[src/rtl/uart_pkg.sv]
// rtl/uart_pkg.sv - shared types and constants for the UART command framer
package uart_pkg;

    localparam int CLKS_PER_BIT = 1736;

    localparam logic [7:0] SYNC_BYTE_DEFAULT = 8'hA5;

    typedef enum logic [2:0] {
        S_SYNC    = 3'd0,
        S_OPCODE  = 3'd1,
        S_LEN     = 3'd2,
        S_PAYLOAD = 3'd3,
        S_CHECK   = 3'd4,
        S_HOLD    = 3'd5
    } state_t;

    typedef enum logic [1:0] {
        ERR_OVERRUN = 2'd0,
        ERR_LEN     = 2'd1,
        ERR_CKS     = 2'd2,
        ERR_TIMEOUT = 2'd3
    } err_code_t;

endpackage

[src/rtl/uart_frame_ctrl_if.sv]
// rtl/uart_frame_ctrl_if.sv - receiver byte stream, frame handoff and error lines of the framer
interface uart_frame_ctrl_if #(
    parameter int ADDR_W = 4
);
    logic              i_Rx_DV;
    logic [7:0]        i_Rx_Byte;
    logic              o_Frame_Valid;
    logic [7:0]        o_Opcode;
    logic [7:0]        o_Length;
    logic              i_Frame_Ack;
    logic [ADDR_W-1:0] i_Rd_Addr;
    logic [7:0]        o_Rd_Data;
    logic              o_Err;
    logic [1:0]        o_Err_Code;

    modport master (
        output i_Rx_DV, i_Rx_Byte, i_Frame_Ack, i_Rd_Addr,
        input  o_Frame_Valid, o_Opcode, o_Length, o_Rd_Data, o_Err, o_Err_Code
    );

    modport slave (
        input  i_Rx_DV, i_Rx_Byte, i_Frame_Ack, i_Rd_Addr,
        output o_Frame_Valid, o_Opcode, o_Length, o_Rd_Data, o_Err, o_Err_Code
    );
endinterface

[src/rtl/uart_frame_buf.sv]
// rtl/uart_frame_buf.sv - payload store, one write port and a registered read port
module uart_frame_buf #(
    parameter int DEPTH  = 16,
    parameter int ADDR_W = 4
) (
    input  logic              i_Clock,
    input  logic              i_Reset,
    input  logic              i_We,
    input  logic [ADDR_W-1:0] i_Wr_Addr,
    input  logic [7:0]        i_Wr_Data,
    input  logic [ADDR_W-1:0] i_Rd_Addr,
    output logic [7:0]        o_Rd_Data
);
    logic [7:0] mem_q [DEPTH];
    logic [7:0] rd_q;

    // Storage carries no reset so it maps onto distributed RAM.
    always_ff @(posedge i_Clock) begin
        if (i_We) begin
            mem_q[i_Wr_Addr] <= i_Wr_Data;
        end
    end

    always_ff @(posedge i_Clock or posedge i_Reset) begin
        if (i_Reset) begin
            rd_q <= '0;
        end else begin
            rd_q <= mem_q[i_Rd_Addr];
        end
    end

    assign o_Rd_Data = rd_q;
endmodule

[src/rtl/uart_frame_ctrl.sv]
// rtl/uart_frame_ctrl.sv - sync hunt, header/payload/checksum parse and frame hold for host commands
// Inter-byte timeout exists only when UART_FRAME_TIMEOUT_EN is defined.
module uart_frame_ctrl
    import uart_pkg::*;
#(
    parameter int         MAX_PAYLOAD  = 16,
    parameter int         ADDR_W       = 4,
    parameter logic [7:0] SYNC_BYTE    = SYNC_BYTE_DEFAULT,
    parameter int         TIMEOUT_CLKS = 10 * CLKS_PER_BIT
) (
    input  logic              i_Clock,
    input  logic              i_Reset,
    uart_frame_ctrl_if.slave  bus
);
    if ((2 ** ADDR_W) < MAX_PAYLOAD || MAX_PAYLOAD < 1 || MAX_PAYLOAD > 256 || TIMEOUT_CLKS < 2) begin : g_param_chk
        $error("uart_frame_ctrl: inconsistent parameters");
    end

    state_t            state_q, state_d;
    logic [7:0]        opc_q, opc_d;
    logic [7:0]        len_q, len_d;
    logic [7:0]        acc_q, acc_d;
    logic [ADDR_W-1:0] cnt_q, cnt_d;
    logic              err_q, err_d;
    err_code_t         code_q, code_d;
    logic              buf_we;
    logic              timeout_w;

    logic       dv;
    logic [7:0] rx;
    logic       len_bad;
    logic       last_byte;

    assign dv        = bus.i_Rx_DV;
    assign rx        = bus.i_Rx_Byte;
    assign len_bad   = {1'b0, rx} > 9'(MAX_PAYLOAD);
    assign last_byte = (9'(cnt_q) + 9'd1) == {1'b0, len_q};

`ifdef UART_FRAME_TIMEOUT_EN
    localparam int GAP_W = $clog2(TIMEOUT_CLKS);
    logic [GAP_W-1:0] gap_q;
    logic             active_w;

    assign active_w  = (state_q == S_OPCODE) || (state_q == S_LEN) ||
                       (state_q == S_PAYLOAD) || (state_q == S_CHECK);
    // A byte landing on the expiry cycle is processed instead of timing out.
    assign timeout_w = active_w && !dv && (gap_q == GAP_W'(TIMEOUT_CLKS - 1));

    always_ff @(posedge i_Clock or posedge i_Reset) begin
        if (i_Reset) begin
            gap_q <= '0;
        end else if (dv || !active_w || timeout_w) begin
            gap_q <= '0;
        end else begin
            gap_q <= gap_q + 1'b1;
        end
    end
`else
    assign timeout_w = 1'b0;
`endif

    always_ff @(posedge i_Clock or posedge i_Reset) begin
        if (i_Reset) begin
            state_q <= S_SYNC;
            opc_q   <= '0;
            len_q   <= '0;
            acc_q   <= '0;
            cnt_q   <= '0;
            err_q   <= 1'b0;
            code_q  <= ERR_OVERRUN;
        end else begin
            state_q <= state_d;
            opc_q   <= opc_d;
            len_q   <= len_d;
            acc_q   <= acc_d;
            cnt_q   <= cnt_d;
            err_q   <= err_d;
            code_q  <= code_d;
        end
    end

    always_comb begin
        state_d = state_q;
        case (state_q)
            S_SYNC:    if (dv && rx == SYNC_BYTE) state_d = S_OPCODE;
            S_OPCODE:  if (dv) state_d = S_LEN;
            S_LEN: begin
                if (dv) begin
                    if (len_bad)        state_d = S_SYNC;
                    else if (rx == '0)  state_d = S_CHECK;
                    else                state_d = S_PAYLOAD;
                end
            end
            S_PAYLOAD: if (dv && last_byte) state_d = S_CHECK;
            S_CHECK:   if (dv) state_d = (rx == acc_q) ? S_HOLD : S_SYNC;
            S_HOLD:    if (bus.i_Frame_Ack) state_d = S_SYNC;
            default:   state_d = S_SYNC;
        endcase
        if (timeout_w) state_d = S_SYNC;
    end

    always_comb begin
        opc_d  = opc_q;
        len_d  = len_q;
        acc_d  = acc_q;
        cnt_d  = cnt_q;
        err_d  = 1'b0;
        code_d = ERR_OVERRUN;
        buf_we = 1'b0;
        case (state_q)
            S_SYNC: if (dv && rx == SYNC_BYTE) acc_d = '0;
            S_OPCODE: begin
                if (dv) begin
                    opc_d = rx;
                    acc_d = acc_q ^ rx;
                end
            end
            S_LEN: begin
                if (dv && len_bad) begin
                    err_d  = 1'b1;
                    code_d = ERR_LEN;
                end else if (dv) begin
                    len_d = rx;
                    acc_d = acc_q ^ rx;
                    cnt_d = '0;
                end
            end
            S_PAYLOAD: begin
                if (dv) begin
                    buf_we = 1'b1;
                    acc_d  = acc_q ^ rx;
                    cnt_d  = cnt_q + 1'b1;
                end
            end
            S_CHECK: begin
                if (dv && rx != acc_q) begin
                    err_d  = 1'b1;
                    code_d = ERR_CKS;
                end
            end
            S_HOLD: begin
                if (dv) begin
                    err_d  = 1'b1;
                    code_d = ERR_OVERRUN;
                end
            end
            default: ;
        endcase
        if (timeout_w) begin
            err_d  = 1'b1;
            code_d = ERR_TIMEOUT;
        end
    end

    assign bus.o_Frame_Valid = (state_q == S_HOLD);
    assign bus.o_Opcode      = opc_q;
    assign bus.o_Length      = len_q;
    assign bus.o_Err         = err_q;
    assign bus.o_Err_Code    = code_q;

    uart_frame_buf #(
        .DEPTH  (MAX_PAYLOAD),
        .ADDR_W (ADDR_W)
    ) u_buf (
        .i_Clock   (i_Clock),
        .i_Reset   (i_Reset),
        .i_We      (buf_we),
        .i_Wr_Addr (cnt_q),
        .i_Wr_Data (rx),
        .i_Rd_Addr (bus.i_Rd_Addr),
        .o_Rd_Data (bus.o_Rd_Data)
    );
endmodule

[src/flat_wrapper.sv]
// flat-port wrapper written by rule: the top's interface ports become plain ports
module uart_frame_ctrl_flat import uart_pkg::*;
#(
    parameter int         MAX_PAYLOAD  = 16,
    parameter int         ADDR_W       = 4,
    parameter logic [7:0] SYNC_BYTE    = SYNC_BYTE_DEFAULT,
    parameter int         TIMEOUT_CLKS = 10 * CLKS_PER_BIT
)
  (i_Clock, i_Reset, bus_i_Rx_DV, bus_i_Rx_Byte, bus_i_Frame_Ack, bus_i_Rd_Addr, bus_o_Frame_Valid, bus_o_Opcode, bus_o_Length, bus_o_Rd_Data, bus_o_Err, bus_o_Err_Code);
  uart_frame_ctrl_if #(.ADDR_W(ADDR_W)) bus_i ();
  input  logic i_Clock;
  input  logic i_Reset;
  input wire logic [$bits(bus_i.i_Rx_DV)-1:0] bus_i_Rx_DV;
  input wire logic [$bits(bus_i.i_Rx_Byte)-1:0] bus_i_Rx_Byte;
  input wire logic [$bits(bus_i.i_Frame_Ack)-1:0] bus_i_Frame_Ack;
  input wire logic [$bits(bus_i.i_Rd_Addr)-1:0] bus_i_Rd_Addr;
  output wire logic [$bits(bus_i.o_Frame_Valid)-1:0] bus_o_Frame_Valid;
  output wire logic [$bits(bus_i.o_Opcode)-1:0] bus_o_Opcode;
  output wire logic [$bits(bus_i.o_Length)-1:0] bus_o_Length;
  output wire logic [$bits(bus_i.o_Rd_Data)-1:0] bus_o_Rd_Data;
  output wire logic [$bits(bus_i.o_Err)-1:0] bus_o_Err;
  output wire logic [$bits(bus_i.o_Err_Code)-1:0] bus_o_Err_Code;
  assign bus_i.i_Rx_DV = bus_i_Rx_DV;
  assign bus_i.i_Rx_Byte = bus_i_Rx_Byte;
  assign bus_i.i_Frame_Ack = bus_i_Frame_Ack;
  assign bus_i.i_Rd_Addr = bus_i_Rd_Addr;
  assign bus_o_Frame_Valid = bus_i.o_Frame_Valid;
  assign bus_o_Opcode = bus_i.o_Opcode;
  assign bus_o_Length = bus_i.o_Length;
  assign bus_o_Rd_Data = bus_i.o_Rd_Data;
  assign bus_o_Err = bus_i.o_Err;
  assign bus_o_Err_Code = bus_i.o_Err_Code;
  uart_frame_ctrl #(.MAX_PAYLOAD(MAX_PAYLOAD), .ADDR_W(ADDR_W), .SYNC_BYTE(SYNC_BYTE), .TIMEOUT_CLKS(TIMEOUT_CLKS)) u_core (.i_Clock(i_Clock), .i_Reset(i_Reset), .bus(bus_i));
endmodule
[config.mk]
export PLATFORM = sky130hd
export DESIGN_NAME = uart_frame_ctrl_flat
export DESIGN_NICKNAME = d
export VERILOG_FILES = /design/src/rtl/uart_pkg.sv /design/src/rtl/uart_frame_ctrl_if.sv /design/src/rtl/uart_frame_buf.sv /design/src/rtl/uart_frame_ctrl.sv /design/src/flat_wrapper.sv
export SDC_FILE = /design/constraint.sdc
export NUM_CORES = 1
export LEC_CHECK = 0
export BUFFER_PORTS_ARGS = -buffer_cell sky130_fd_sc_hd__buf_2
export CELL_PAD_IN_SITES_DETAIL_PLACEMENT = 1
export CELL_PAD_IN_SITES_GLOBAL_PLACEMENT = 1
export CORE_ASPECT_RATIO = 0.75
export CORE_MARGIN = 4
export CORE_UTILIZATION = 52
export DETAILED_ROUTE_END_ITERATION = 6
export PLACE_DENSITY_LB_ADDON = 0.3
export SYNTH_ARGS = -nofsm -noshare
export SYNTH_HDL_FRONTEND = slang
export SYNTH_HIERARCHICAL = 1
export SYNTH_SLANG_ARGS = --single-unit
[constraint.sdc]
create_clock -name i_Clock -period 3.7 [get_ports i_Clock]
set_clock_uncertainty 0.2 [all_clocks]
set_input_delay 0.185 -clock i_Clock [delete_from_list [all_inputs] [get_ports i_Clock]]
set_output_delay 0.185 -clock i_Clock [all_outputs]
set_load 0.02 [all_outputs]
After elaboration in Yosys (flattened, before gate mapping)
Memory sizes are Yosys's and may differ from the RTL's. A register that Yosys moved wholly into a read port is not among the register bits.
Index checks and enable logic that the tools add are counted.
Widths: inputs -> output; s select.
Storage, ports and cells
  flip-flop bits (word level): 34
  bits in writable memories: 128
  bits of input ports: 16
  output and inout bits: 28
  word-level logic and storage cells: 72
  memories: 1
Memory list
  u_core.u_buf.mem_q: depth 16, bits a word 8, rd ports 1, clocked after memory_dff 1, write ports 1, RTL line uart_frame_buf.sv:14  | logic [7:0] mem_q [DEPTH];
Operators by class
  add/sub/neg operators: 2
  magnitude comparators: 1
  eq/ne operators: 17
  muxes and demuxes: 28
  bitwise gates (word level): 2
  reductions and logical operators: 14
Operator list (number)
  $mux 3: 9
  $mux 8: 3
  $pmux 8 s3: 1
  $pmux 3 s6: 1
  $mux 4: 3
  $ne 2x2->1 const B: 6
  $eq 9x8->1: 1
  $eq 8x8->1: 1
  $eq 8x8->1 const B: 1
  $gt 8x5->1 const B: 1
  $logic_not 8->1: 1
  $ne 8x8->1: 1
  $pmux 4 s2: 1
  $xor 8x8->8: 1
  $mux 1: 7
  $eq 3x2->1 const B: 2
  $eq 3x3->1 const B: 2
  $reduce_and 3->1: 2
  $reduce_and 6->1: 1
  $add 4x1->5 const B: 1
  $add 4x1->4 const B: 1
  $logic_and 1x1->1: 4
  $ne 2x1->1 const B: 2
  $pmux 2 s2: 1
  10 further kinds: 10

Depth between registers and ports, before layout
Gate-level depths: netlist of run 1.
  word-level depth: 5
  mapped depth: 6
  mapped depth without buffers: 6

Hierarchy
Netlist of run 1, hierarchy kept.
By module, submodules not included
  uart_frame_buf: times used 1, cells an instance 230, area each 5191.2 um^2, seq. area each 4043.9 um^2
  uart_frame_ctrl: times used 1, cells an instance 175, area each 1861.8 um^2, seq. area each 850.8 um^2

Least setup slack after synthesis of run 1
OpenSTA, ideal clock, no wires.
  kind: register to register
  start point: register u_core.state_q[1]
  end point: memory u_core.u_buf.mem_q[0][0] (enable)
  library setup time: 0.383 ns
  arrival time: 2.190 ns
  data required time: 3.117 ns
  setup slack: 0.927 ns
  cell stages (with the launch flop): 7
  buffers on the path: 1
  clock period less this slack: 2.773 ns
  path through: dfrtp_1 -> buf_2 -> nor2b_1 -> nand3_1 -> inv_1 -> or3b_2 -> nor3_1
Between the ends
  word-level cells in the longest chain between the ends: 4
Ends and longest elaborated chain
  start: declaration: RTL line uart_frame_ctrl.sv:19  | state_t state_q, state_d;
  start signal: assignment: RTL line uart_frame_ctrl.sv:72  | state_q <= state_d;
  $eq 3x2->1: RTL line uart_frame_ctrl.sv:110  | case (state_q)
  $mux 1: RTL line uart_frame_ctrl.sv:110
  named net u_core.buf_we: RTL line uart_frame_ctrl.sv:26  | logic buf_we;
  $mux 1: RTL line uart_frame_buf.sv:19  | if (i_We) begin
  $mux 1 (not written as such): RTL line uart_frame_buf.sv:20  | mem_q[i_Wr_Addr] <= i_Wr_Data;
  end: declaration: RTL line uart_frame_buf.sv:14
The timed path passes the listed nets, and every way through them passes these cells.

Worst setup path in the final report of run 1
  start point: register u_core.state_q[1]
  end point: memory u_core.u_buf.mem_q[3][2] (enable)
The elaborated chain is that of the path after synthesis.

==> impl_results.md, run 1 <==
- CP cell instances: nor2b_1, nand3_1, inv_1, or3b_2, nor2_1
- Final setup fails: 0
- Most frequent cells in the layout: 128 x edfxtp_1, 43 x buf_2, 42 x dfrtp_1, 20 x nand2_1
- Fin crit period: 3090 ps
- GRT Util Overall: 23.3%
- Post-synth EDFFs: 128
- Max stage delay on crit path: 600 ps
- Critical Path AT: 2930 ps
- Proportion of synthesized area in mux cells: 13.0%
- Largest fanout on the critical path: 12
- Final nets: 481
- Die width: 142 um
- Max Clk Rate: 324 MHz
- RSZ-0062 raised after global routing: false
- Total grt overflow: 0
- CTS sink count: 170
- Layout cells sized above 1: 24.7%
- Hold Path Class: primary input to flip-flop
- Clk Tree Root Cell: clkbuf_16
- Post-DP HPWL: 10,700 um
- Clk_lat worst skew: 420 ps
- 1st-iter DRT viols: 326
- Via Count: 3,898
- Worst hold stages: 1
- # resized after CTS: 0
- Syn-to-layout area delta: 14.5%
- I/O pins: 44
- Worst Setup EP: u_core/u_buf/mem_q[3][2]$_DFFE_PP_
- Max-Cap Viols: 0
- Period utilization: 83.4%
- Crit start category: flip-flop
- 1st-pass router iterations: 4
- I/O Buffers: 43
- H-tree depth: 4
- Fin. Hold Viols: 0
- Maximum number of pins on one net before global-route repair: 35
- Clk buf depth: 2
- Fin util: 61.4%
- Slew Viols, Final: 0
- Xor/xnor cell area share of the yosys netlist: 1.70%
- Synth cell types: 53
- Vias in the first global route: 4,310
- Synth Register Bits: 170
- WP data required: 3550 ps
- Dominant synthesized flop cell: edfxtp_1
- Syn nets: 422
- Worst reg-to-reg setup slack: 610 ps
- CTS clk-pin slew, worst paths: 60 ps
- Chip Height: 109 um
- Synthesized cell area: 7050 sq um
- Pwr per Cell Area: 647 nW/um^2
- Delay-heaviest family, CP: simple AND/OR/NAND/NOR gates
- Routed Wire Length: 16,300 um
- Gpl congestion: 0.882
- Area occupied by multi-input gates: 2030 sq um
- FF-to-FF path depth: 5
- Most common cell after layout, fill and taps aside: edfxtp_1
- Average wire per standard cell: 25.2 um
- Ys async rst share: 24.7%
- Warnings, synthesis: 6
- Register Area: 4890 sq um
- Setup TNS Final: 0 ps
- Ant diodes: 0
- Slowest CP cell: nor2_1
- Initial antenna violation count: 0
- Initial Util: 53.6%
- Worst setup path startpoint: u_core/state_q[1]$_DFFE_PP0P_
- Leakage: 2.91 nW
- Syn_area_per_cell: 17.4 sq um
- Core Region: 13,200 sq um
- Largest family of logic cells by synthesized area: multiplexers
- Adder-Cell Fraction of Synth Area: 0.177%
- DRC viols: 0
- Status: finished, final reports clean
- Critical setup path kind: flip-flop to flip-flop
- Compound-Gate Fraction of Synth Area: 5.87%
- Levels on crit path: 5
- Num CTS Buffers: 17
- Simple-Gate Fraction of Synth Area: 7.97%
- FILL cells: 1,197
- CTS tree: done
- Mapped Cells: 405
- Worst Max-Slew Pin Slew: 877 ps
- First-pass GRT wire length: 25,900 um
- Reg2reg end: u_core/u_buf/mem_q[3][2]$_DFFE_PP_
- Rows: 36
- Maximum VDD drop: 0.000382 V
- Seq/Total Area, Yosys: 69.4%
- Die Area: 15,500 sq um
- Vias/cell: 6.02
- Routed Antenna Nets: 0
- Crit. End Element: flip-flop
- Worst reg2reg startpoint: u_core/state_q[1]$_DFFE_PP0P_
- Slew margin rel.: 41.3%
- Worst Path Buf+Inv: 1
==> state kept, by name, summed over array words and instances, names as in the netlist <==
name,count
u_core/acc_q,8
u_core/bus.o_Err,1
u_core/bus.o_Err_Code,2
u_core/bus.o_Length,8
u_core/bus.o_Opcode,8
u_core/cnt_q,4
u_core/state_q,3
u_core/u_buf/mem_q,128
u_core/u_buf/o_Rd_Data,8
==> final cells by class <==
cell class                      count  share of cell area [%]
Inverter                            4                   0.186
Sequential cell                   170                    60.6
Clock inverter                     14                    2.20
Clock buffer                       18                    5.32
Multi-Input combinational cell    216                    25.1
Tap cell                          171                    2.65
Timing Repair Buffer               55                    3.91
==> how the worst min path moves through the flow <==
stage                     start                                   to  slack (ps)
3_3_place_gp            i_Reset  u_core/u_buf/o_Rd_Data[4]$_DFF_PP0_         -30
3_5_place_dp            i_Reset  u_core/u_buf/o_Rd_Data[4]$_DFF_PP0_         -30
5_1_grt        bus_i_Rx_Byte[7]  u_core/u_buf/mem_q[10][7]$_DFFE_PP_          60
4_1_cts        bus_i_Rx_Byte[7]   u_core/u_buf/mem_q[0][7]$_DFFE_PP_          50
6_report       bus_i_Rx_Byte[7]   u_core/u_buf/mem_q[0][7]$_DFFE_PP_          70
2_1_floorplan           i_Reset  u_core/u_buf/o_Rd_Data[0]$_DFF_PP0_        -200
==> metal layers <==
metal  GRT usage, %  part of all wire, %  vias up
li1               -                    -     1733
met1           30.6                   43     2039
met2           38.5                   50      116
met3           7.10                  6.3       10
met4           5.77                 0.86        0
met5              0                    0        -
==> synth_stat cells, types with 2 or more instances <==
master             n  area share (%)
mux4_2            18             5.7
nand2b_1          18             1.6
nand2_1           20             1.1
or3_1              2            0.18
nand4_1            4            0.35
nor2b_1            3            0.27
a31oi_1            2            0.18
clkdlybuf4s25_2    3            0.43
xor2_1             3            0.37
buf_6              4            0.64
o2bb2ai_1          9             1.1
mux2_2            12             1.9
inv_1              4            0.21
edfxtp_1         128              54
a22oi_1           18             1.9
o21ai_1            9            0.64
dfrtp_1           42              15
nand3b_1           2            0.21
or4_1              2            0.21
and2_1             5            0.44
nor3_1             9            0.64
mux4_1            14             5.2
a21oi_1            2            0.14
xnor2_1            8            0.99
o21ai_0            6            0.43
nor3b_1            2            0.21
nor2_1            18            0.96
buf_2              6            0.43
o21bai_1           2            0.21
nand3_1            7            0.50
==> per-stage QoR <==
stage | power, mW | instance area, sq um | cells | worst slack (ps) | hold WS [ps]
after floorplan | 3.10 | 7050 | 405 | 927 | -199
after global placement | 3.38 | 7430 | 612 | 810 | -33.9
after detailed placement | 3.42 | 7430 | 612 | 674 | -26.4
after CTS | 5.26 | 8070 | 648 | 637 | 49.1
after global routing | 5.49 | 8070 | 648 | 461 | 59.1
final | 5.23 | 8070 | 648 | 615 | 68.3
==> cell families after synthesis <==
group,Yosys count
buffers and inverters,19
flip-flops,170
AO/OA/AOI/OAI,57
AND/OR/NAND/NOR,101
multiplexers,45
adder cells (fa/ha/maj),1
XOR/XNOR,12
==> power by group <==
part / internal [mW] / total [mW] / switching [mW]
combinational: 0.407 / 0.989 / 0.582
clock: 1.12 / 1.82 / 0.701
sequential: 2.23 / 2.42 / 0.189
==> what timing repair did <==
action,4_1_cts,5_1_grt
endpoints found under the hold margin,47,0
buffers inserted,0,0
hold buffers,4,0
Note: power is estimated with default switching activity, not from simulation.
==> run 2: changes to the inputs <==
==> constraint.sdc (replaced) <==
create_clock -name i_Clock -period 3.2 [get_ports i_Clock]
set_clock_uncertainty 0.2 [all_clocks]
set_input_delay 0.16 -clock i_Clock [delete_from_list [all_inputs] [get_ports i_Clock]]
set_output_delay 0.16 -clock i_Clock [all_outputs]
set_load 0.02 [all_outputs]
==> run 2 against run 1 <==
  * Via count increased by 4.6%
  * Cell count increased by 1.2%
  * Global-route usage increased by 1.6 points
  * Utilization increased by 0.32 points
  * Wire length increased by 8.9%
  * Combinational power increased by 17%
  * Hold slack got worse by 44 ps
  * Count of clock-buffer cells in the layout unchanged
  * Worst setup slack got worse by 310 ps
  * Critical endpoint is now u_core/u_buf/mem_q[0][5]$_DFFE_PP_
  * Largest power group unchanged
  * Highest routed layer unchanged
==> impl_results.md, run 2 (synthesis gave the netlist of run 1 again) <==
- Max stage delay on crit path: 560 ps (-40 ps)
- Gpl congestion: 0.899 (+1.9%)
- Critical Path AT: 2820 ps (-110 ps)
- Slowest CP cell: dfrtp_1
- Crit start category: flip-flop
- Layout cells sized above 1: 26.2% (+1.4 points)
- Setup Fix Bufs, Post-CTS: 0 (unchanged)
- 1st-iter DRT viols: 294 (-9.8%)
- Critical setup path kind: flip-flop to flip-flop
- Routed Wire Length: 17,800 um (+8.9%)
- Period utilization: 90.4% (+7.0 points)
- Fin crit period: 2890 ps (-193 ps)
- First-pass GRT wire length: 27,400 um (+5.9%)
- Combinational share of power: 19.4% (+0.5 points)
- Die width: 142 um (unchanged)
- CTS sink count: 170 (unchanged)
- I/O Buffers: 43 (unchanged)
- Maximum VDD drop: 0.000594 V (+55%)
- Initial Util: 53.6% (unchanged)
- Slew Viols, Final: 0 (unchanged)
- Fin. Hold Viols: 0 (unchanged)
- Average wire per standard cell: 27.1 um (+7.6%)
- Switching power: 1.76 mW (+19%)
- Share of total power in sequential cells: 47.0% (+0.8 points)
- Leakage: 2.95 nW (+1.1%)
- WP data required: 3130 ps (-420 ps)
- # resized after CTS: 0 (unchanged)
- Pwr per Cell Area: 734 nW/um^2 (+13%)
- Routed Antenna Nets: 0 (unchanged)
- Core Region: 13,200 sq um (unchanged)
- RSZ-0062 raised after global routing: false
- Clock power frac: 33.5% (-1.4 points)
- Delay-heaviest family, CP: simple AND/OR/NAND/NOR gates
- Hold Path Class: primary input to flip-flop
- Ant diodes: 0 (unchanged)
- I/O pins: 44 (unchanged)
- Tot Pwr: 5.96 mW (+14%)
- Sw Share: 29.5% (+1.3 points)
- Worst Path Buf+Inv: 2 (+1)
- DRC viols: 0 (unchanged)
- 1st-pass router iterations: 5 (+1)
- Setup TNS Final: 0 ps (unchanged)
- Max reg flops: 128 (unchanged)
- Via Count: 4,079 (+4.6%)
- Total grt overflow: 0 (unchanged)
- CTS clk-pin slew, worst paths: 60 ps (about the same)
- Vias/cell: 6.22 (+3.4%)
- Slew margin rel.: 46.6% (+5.3 points)
- CTS tree: done
- Num CTS Buffers: 17 (unchanged)
- Die Area: 15,500 sq um (unchanged)
- Maximum number of pins on one net before global-route repair: 35 (unchanged)
- Chip Height: 109 um (unchanged)
- Internal power: 4.20 mW (+12%)
- Vias in the first global route: 4,433 (+2.9%)
- Crit. End Element: flip-flop
- Largest fanout on the critical path: 12 (unchanged)
- Cts hold-fix bufs: 5 (+1)
- Most common cell after layout, fill and taps aside: edfxtp_1
- Final nets: 489 (+1.7%)
- Worst Max-Slew Pin Slew: 801 ps (-75.9 ps)
- Status: finished, final reports clean
- Post-DP HPWL: 11,500 um (+8.1%)
- Clk buf depth: 2 (unchanged)
- Clk Tree Root Cell: clkbuf_16
- Rows: 36 (unchanged)
- Most frequent cells in the layout: 128 x edfxtp_1, 43 x buf_2, 42 x dfrtp_1, 20 x nand2_1
- H-tree depth: 4 (unchanged)
- Max-Cap Viols: 0 (unchanged)
- Final setup fails: 0 (unchanged)
- Fin util: 61.7% (+0.32 points)
- Syn-to-layout area delta: 15.1%
- Clk_lat worst skew: 420 ps (about the same)
- GRT Util Overall: 24.9% (+1.6 points)
- Largest reg by FF count: u_core/u_buf/mem_q
- Max Clk Rate: 346 MHz (+6.7%)
- CP cell instances: nor2b_1, nand3_1, inv_1, or3b_2, nor3_1, buf_4
- Initial antenna violation count: 0 (unchanged)
[run 2: changes by cell type in the layout (fill, tap and decap cells not counted), sizes merged]
cell         previous run  this run
buf                    51        58
bufinv                  4         2
dlygate4sd3             4         5
inv                     5         7
[run 2: power groups by stage]
stage | Clock, mW | Combinational, mW | Sequential (mW)
finish | 2.00 | 1.16 | 2.80
floorplan | 0 | 0.725 | 2.86
detailed placement | 0 | 1.15 | 2.84
CTS | 2.03 | 1.16 | 2.80
global route | 2.14 | 1.26 | 2.84
global placement | 0 | 1.11 | 2.81
[run 2: area by class of cell]
type                       count  area, sq um
sequential                   170         4890
timing repair buffer          63          390
fill                        1206         5040
clock inverter                14          145
inverter                       4         15.0
clock buffer                  18          429
tap                          171          214
multi-input combinational    216         2030
[run 2: per-layer routing]
layer | global-route usage [%] | share of wire (%) | vias up
li1 | - | - | 1750
met1 | 33.4 | 42 | 2140
met2 | 40.4 | 49 | 169
met3 | 7.10 | 7.5 | 20
met4 | 6.85 | 1.5 | 0
met5 | 0 | 0 | -
[run 2: final timing paths]
| check | startpoint | endpoint | slack (ps) | cells after the start |
|---|---|---|---|---|
| hold / removal | bus_i_Rx_Byte[4] | u_core/bus.o_Length[4]$_DFFE_PP0P_ | 20 | 2 |
| setup / recovery | u_core/state_q[1]$_DFFE_PP0P_ | u_core/u_buf/mem_q[0][5]$_DFFE_PP_ | 310 | 6 |
| min in group asynchronous | i_Reset | u_core/u_buf/o_Rd_Data[4]$_DFF_PP0_ | 80 | 3 |
| hold reg to reg | u_core/bus.o_Opcode[4]$_DFFE_PP0P_ | u_core/bus.o_Opcode[4]$_DFFE_PP0P_ | 310 | 1 |
| max in group asynchronous | i_Reset | u_core/state_q[0]$_DFFE_PP0P_ | 2220 | 4 |
| setup reg to reg | u_core/state_q[1]$_DFFE_PP0P_ | u_core/u_buf/mem_q[0][5]$_DFFE_PP_ | 310 | 6 |
[run 2: worst reg2reg max path, stage by stage, from the launching register on]
cell,delay (ps)
dfrtp_1,560
nor2b_1,340
nand3_1,250
inv_1,280
or3b_2,540
nor3_1,220
buf_4,220
[run 2: metrics by stage]
| stage | setup WS (ps) | area (sq um) | instances | hold WS [ps] |
|---|---|---|---|---|
| floorplan | 427 | 7050 | 405 | -224 |
| global route | 143 | 8120 | 656 | 18.4 |
| global placement | 601 | 7490 | 619 | -49.7 |
| CTS | 330 | 8120 | 656 | 9.56 |
| finish | 308 | 8120 | 656 | 24.3 |
| detailed placement | 431 | 7490 | 619 | -48.9 |
